## config.mk

```make
export PLATFORM = sky130hd
export DESIGN_NAME = to_local_merge
export DESIGN_NICKNAME = d
export VERILOG_FILES = /design/src/rtl/to_local_merge.sv
export SDC_FILE = /design/constraint.sdc
export NUM_CORES = 1
export LEC_CHECK = 0
export ABC_AREA = 1
export CAP_MARGIN = 20
export CORE_MARGIN = 1.5
export CORE_UTILIZATION = 35
export CTS_CLUSTER_SIZE = 28
export DETAILED_ROUTE_END_ITERATION = 10
export PLACE_DENSITY = 0.88
export SKIP_CTS_REPAIR_TIMING = 1
export SYNTH_ARGS = -nofsm -noshare
export SYNTH_HDL_FRONTEND = slang
export SYNTH_SLANG_ARGS = --single-unit
```

## constraint.sdc

```tcl
create_clock -name clk -period 4 [get_ports clk]
set_clock_uncertainty 0.05 [all_clocks]
set_input_delay 1 -clock clk [delete_from_list [all_inputs] [get_ports clk]]
set_output_delay 1 -clock clk [all_outputs]
set_load 0.01 [all_outputs]
```

## src/rtl/to_local_merge.sv

```systemverilog
// to_local_merge: drains packets addressed to this core from the north and
// south arrival buffers. It arbitrates between the two buffers in round-robin
// order, strips the routing header and presents {tick, axon} to the scheduler
// over a valid/ack handshake. A packet with a nonzero dx or dy is dropped and
// sets the sticky misroute flag.
// Optional macro TO_LOCAL_MISROUTE_CNT_EN adds an 8-bit saturating count of
// dropped packets (port misroute_cnt).
module to_local_merge #(
   parameter int unsigned PACKET_WIDTH = 30,
   parameter int unsigned DX_MSB       = 29,
   parameter int unsigned DX_LSB       = 21,
   parameter int unsigned DY_MSB       = 20,
   parameter int unsigned DY_LSB       = 12,
   parameter int unsigned TICK_MSB     = 11,
   parameter int unsigned TICK_LSB     = 8,
   parameter int unsigned AXON_MSB     = 7,
   parameter int unsigned AXON_LSB     = 0
) (
   input  logic                         clk,
   input  logic                         rst,
   input  logic [PACKET_WIDTH-1:0]      din_north,
   input  logic                         empty_north,
   output logic                         ren_north,
   input  logic [PACKET_WIDTH-1:0]      din_south,
   input  logic                         empty_south,
   output logic                         ren_south,
   output logic [TICK_MSB-TICK_LSB:0]   tick_out,
   output logic [AXON_MSB-AXON_LSB:0]   axon_out,
   output logic                         valid_out,
   input  logic                         ack_in,
`ifdef TO_LOCAL_MISROUTE_CNT_EN
   output logic                         misroute,
   output logic [7:0]                   misroute_cnt
`else
   output logic                         misroute
`endif
);

   typedef enum logic {StEmpty, StFull} state_e;
   typedef enum logic {PtrNorth, PtrSouth} ptr_e;

   state_e                       state_q, state_d;
   ptr_e                         ptr_q, ptr_d;
   logic [TICK_MSB-TICK_LSB:0]   tick_q, tick_d;
   logic [AXON_MSB-AXON_LSB:0]   axon_q, axon_d;
   logic                         misroute_q, misroute_d;

   logic                         slot_free;
   logic                         grant_n, grant_s, grant;
   logic [PACKET_WIDTH-1:0]      pkt;
   logic                         dest_ok;
   logic                         drop;

   // Round-robin grant; never grant during reset or onto an empty buffer.
   always_comb begin
      slot_free = (state_q == StEmpty) || ack_in;
      grant_n   = 1'b0;
      grant_s   = 1'b0;
      if (!rst && slot_free) begin
         grant_n = !empty_north && (empty_south || ptr_q == PtrNorth);
         grant_s = !empty_south && (empty_north || ptr_q == PtrSouth);
      end
      grant     = grant_n || grant_s;
      pkt       = grant_n ? din_north : din_south;
      dest_ok   = (pkt[DX_MSB:DX_LSB] == '0) && (pkt[DY_MSB:DY_LSB] == '0);
      drop      = grant && !dest_ok;
      ren_north = grant_n;
      ren_south = grant_s;
   end

   // Output-stage next state, pointer rotation and sticky misroute flag.
   always_comb begin
      state_d    = state_q;
      ptr_d      = ptr_q;
      tick_d     = tick_q;
      axon_d     = axon_q;
      misroute_d = misroute_q;
      if (grant) begin
         ptr_d = grant_n ? PtrSouth : PtrNorth;
         if (dest_ok) begin
            state_d = StFull;
            tick_d  = pkt[TICK_MSB:TICK_LSB];
            axon_d  = pkt[AXON_MSB:AXON_LSB];
         end else begin
            // A grant implies the slot is free, so any held packet is consumed.
            state_d    = StEmpty;
            misroute_d = 1'b1;
         end
      end else if (state_q == StFull && ack_in) begin
         state_d = StEmpty;
      end
   end

   // State registers.
   always_ff @(posedge clk or posedge rst) begin
      if (rst) begin
         state_q    <= StEmpty;
         ptr_q      <= PtrNorth;
         tick_q     <= '0;
         axon_q     <= '0;
         misroute_q <= 1'b0;
      end else begin
         state_q    <= state_d;
         ptr_q      <= ptr_d;
         tick_q     <= tick_d;
         axon_q     <= axon_d;
         misroute_q <= misroute_d;
      end
   end

   assign valid_out = (state_q == StFull);
   assign tick_out  = tick_q;
   assign axon_out  = axon_q;
   assign misroute  = misroute_q;

`ifdef TO_LOCAL_MISROUTE_CNT_EN
   logic [7:0] cnt_q, cnt_d;

   // Saturating count of dropped packets.
   always_comb begin
      cnt_d = cnt_q;
      if (drop && cnt_q != 8'hFF) begin
         cnt_d = cnt_q + 8'd1;
      end
   end

   // Counter register.
   always_ff @(posedge clk or posedge rst) begin
      if (rst) begin
         cnt_q <= '0;
      end else begin
         cnt_q <= cnt_d;
      end
   end

   assign misroute_cnt = cnt_q;
`endif

endmodule

```

==> flow_metrics.py <==
metrics = {
    "logic_synthesis": {
        "synthXorXnorAreaFrac_pct": 0,
        "synthSimpleGateAreaFrac_pct": 50.44,
        "synthTopCellsByArea": "dfrtp_1, nand2_1, nor2_1",
        "synth_fa_ha_area_share_pct": 0,
        "syn_area_um2": 1005,
        "ys_seq_area_share_pct": 37.36,
        "synth_top_family_by_area": "simple AND/OR/NAND/NOR gates",
        "synth-compound-area-share_pct": 4.359,
        "yosysWarnings": 0,
        "synth.net_count": 217,
        "synthMuxAreaShare_pct": 0,
        "synth.top_cell.area_share_pct": 37.36,
        "synth_cell_types": 19,
        "synth_cells": 152,
        "yosysTopAreaCell": "dfrtp_1",
        "syn_avg_cell_area_um2": 6.610,
        "synth-seq-cells": 15,
    },
    "hold_path": {
        "hold_class": "reg -> reg",
        "hold_depth": 2,
        "min_from": "axon_out[6]",
        "hold_end": "axon_out[6]",
    },
    "die": {
        "die_h_um": 56.58,
        "start_util_pct": 36.75,
        "row_count": 19,
        "die_x_um": 56.58,
        "io_pins": 81,
        "die_area_um2": 3201,
        "core-area_um2": 2734,
    },
    "routing": {
        "postRouteAntennaNets": 0,
        "route.detailed.drc": 0,
        "via_per_inst": 4.639,
        "drtPass1Iterations": 4,
        "wl_per_cell_um": 11.33,
        "drt_iter0_markers": 20,
        "routed_wirelength_mm": 2.980,
        "vias": 1220,
    },
    "sta": {
        "period_share_pct": 88.05,
        "setup_viol": 0,
        "slew_headroom_pct": 78.88,
        "tns_ns": 0,
        "report.final.slew_viol_count": 0,
        "rsz0062_at_grt": "false",
        "fmax_mhz": 283.9,
        "tightest_slew_ns": 0.3156,
        "fin_crit_ns": 3.522,
        "hold_viol": 0,
    },
    "cts": {
        "cts_made_buffers": 3,
        "clk_pin_slew_ns": 0.09,
        "cts_sinks": 15,
        "htreeDepth": 1,
        "cts_tree": "built",
        "clk_latency_ns": 0.28,
        "clockBufferDepth": 2,
        "clock-root-buffer": "clkbuf_4",
    },
    "global_route": {
        "grt-ovfl-total": 0,
        "antenna_found_initial": 0,
        "grt_pass1_wl_mm": 5.099,
        "grt_util_all_layers_pct": 20.18,
        "grt_pass1_vias": 1202,
        "grt_max_degree": 17,
    },
    "setup_path": {
        "rrSetupSlack_ns": 2.22,
        "critPathKind": "in -> out",
        "cp.required_ns": 2.95,
        "rr_worst_depth": 9,
        "worstPathArrival_ns": 2.47,
        "cp_max_fo": 3,
        "cp-start-kind": "primary input",
        "end_kind": "primary output",
        "r2r_end": "axon_out[4]",
        "reg2reg_from": "ptr_q",
    },
    "cells_and_area": {
        "syn_to_final_growth_pct": 83.69,
        "fill_cells": 227,
        "fin_area_um2": 1846,
        "layout-drive-gt1-share_pct": 7.328,
        "antenna_cells": 0,
        "finalNetCount": 298,
        "final_cell_mix": "clkdlybuf4s50_1, nand2_1, nor2_1",
        "final_core_util_pct": 67.51,
        "layout_commonest_cell": "clkdlybuf4s50_1",
    },
    "place": {
        "place_hpwl_mm": 2.357,
        "port_buffers": 80,
        "post_dp_cell_area_um2": 1818,
        "gp_congestion": 0.7172,
    },
    "power_and_ir_drop": {
        "p_leak_nw": 0.8783,
        "peakVddDrop_v": 0.0002027,
        "power_density_nw_per_um2": 191.7,
    },
    "status": {
        "outcome": "finished clean",
    },
    "run": {
        "maxCapViolCount": 0,
    },
}
cell families (layout without fill, tap and decap cells):
group           after synthesis  in the layout
compound gates                6              6
buf+inv                      16             96
simple gates                115            115
flops                        15             15
worst max-delay path, cell delays in order:
cell,delay [ns]
clkdlybuf4s50_1,0.51
nor2_1,0.07
nor2_2,0.14
nand3_1,0.12
inv_1,0.08
clkdlybuf4s50_1,0.54
per-stage QoR:
step / hold slack, ns / cells / power, mW / setup WS [ns]
after global placement: 0.4029 / 259 / 0.2683 / 0.4873
after detailed placement: 0.4072 / 259 / 0.2703 / 0.4691
final: 0.4267 / 263 / 0.3538 / 0.4779
after global routing: 0.4508 / 263 / 0.3741 / 0.3871
after floorplan: 0.4432 / 152 / 0.1969 / 1.273
after CTS: 0.4314 / 263 / 0.3583 / 0.4699
worst max path at each step:
stage,to,startpoint,slack (ns),cells after the start
6_report,ren_south,ack_in,0.48,6
5_1_grt,ren_south,ack_in,0.39,6
4_1_cts,ren_south,ack_in,0.47,6
3_5_place_dp,ren_south,ack_in,0.47,6
3_3_place_gp,ren_south,ack_in,0.49,6
2_1_floorplan,ren_north,rst,1.27,4
area by class of cell:
type	instances	area [um2]	share of cell area (%)
Clock inverter	1	5.005	0.2712
Timing Repair Buffer	82	815.8	44.20
Sequential cell	15	375.4	20.34
Multi-Input combinational cell	121	550.5	29.83
Clock buffer	3	22.52	1.220
Tap cell	31	38.79	2.102
Inverter	10	37.54	2.034
cells in the mapped netlist:
| cell type | instances |
|---|---|
| nand2_1 | 70 |
| nor2_1 | 21 |
| dfrtp_1 | 15 |
| nand4_1 | 12 |
| inv_1 | 9 |
| nand3_1 | 5 |
| buf_2 | 3 |
| nand2_2 | 3 |
| buf_4 | 2 |
| o21ai_0 | 2 |
| o21ai_2 | 2 |
| a21o_1 | 1 |
| a21oi_2 | 1 |
| buf_6 | 1 |
| inv_2 | 1 |
| nand2_4 | 1 |
| nand3_4 | 1 |
| nor2_2 | 1 |
| nor2_4 | 1 |
per-layer routing:
| metal | wire length, um | global-route usage [%] | vias to the layer above |
|---|---|---|---|
| met5 | 0 | 0 | - |
| met4 | 36 | 5.782 | 0 |
| met3 | 114 | 5.530 | 4 |
| met2 | 1598 | 39.20 | 28 |
| met1 | 1232 | 20.58 | 551 |
| li1 | - | - | 637 |
power by group:
group / leakage, nW / switching (mW) / total, mW / internal (mW)
combinational: 0.659 / 0.0413 / 0.111 / 0.0701
clock: 0.0177 / 0.0499 / 0.0870 / 0.0372
sequential: 0.202 / 0.00189 / 0.155 / 0.154
state kept, by name (all words and copies together) (netlist names):
signal     flops
axon_out       8
tick_out       4
misroute       1
ptr_q          1
valid_out      1
Power figures use the tool's default switching activity.
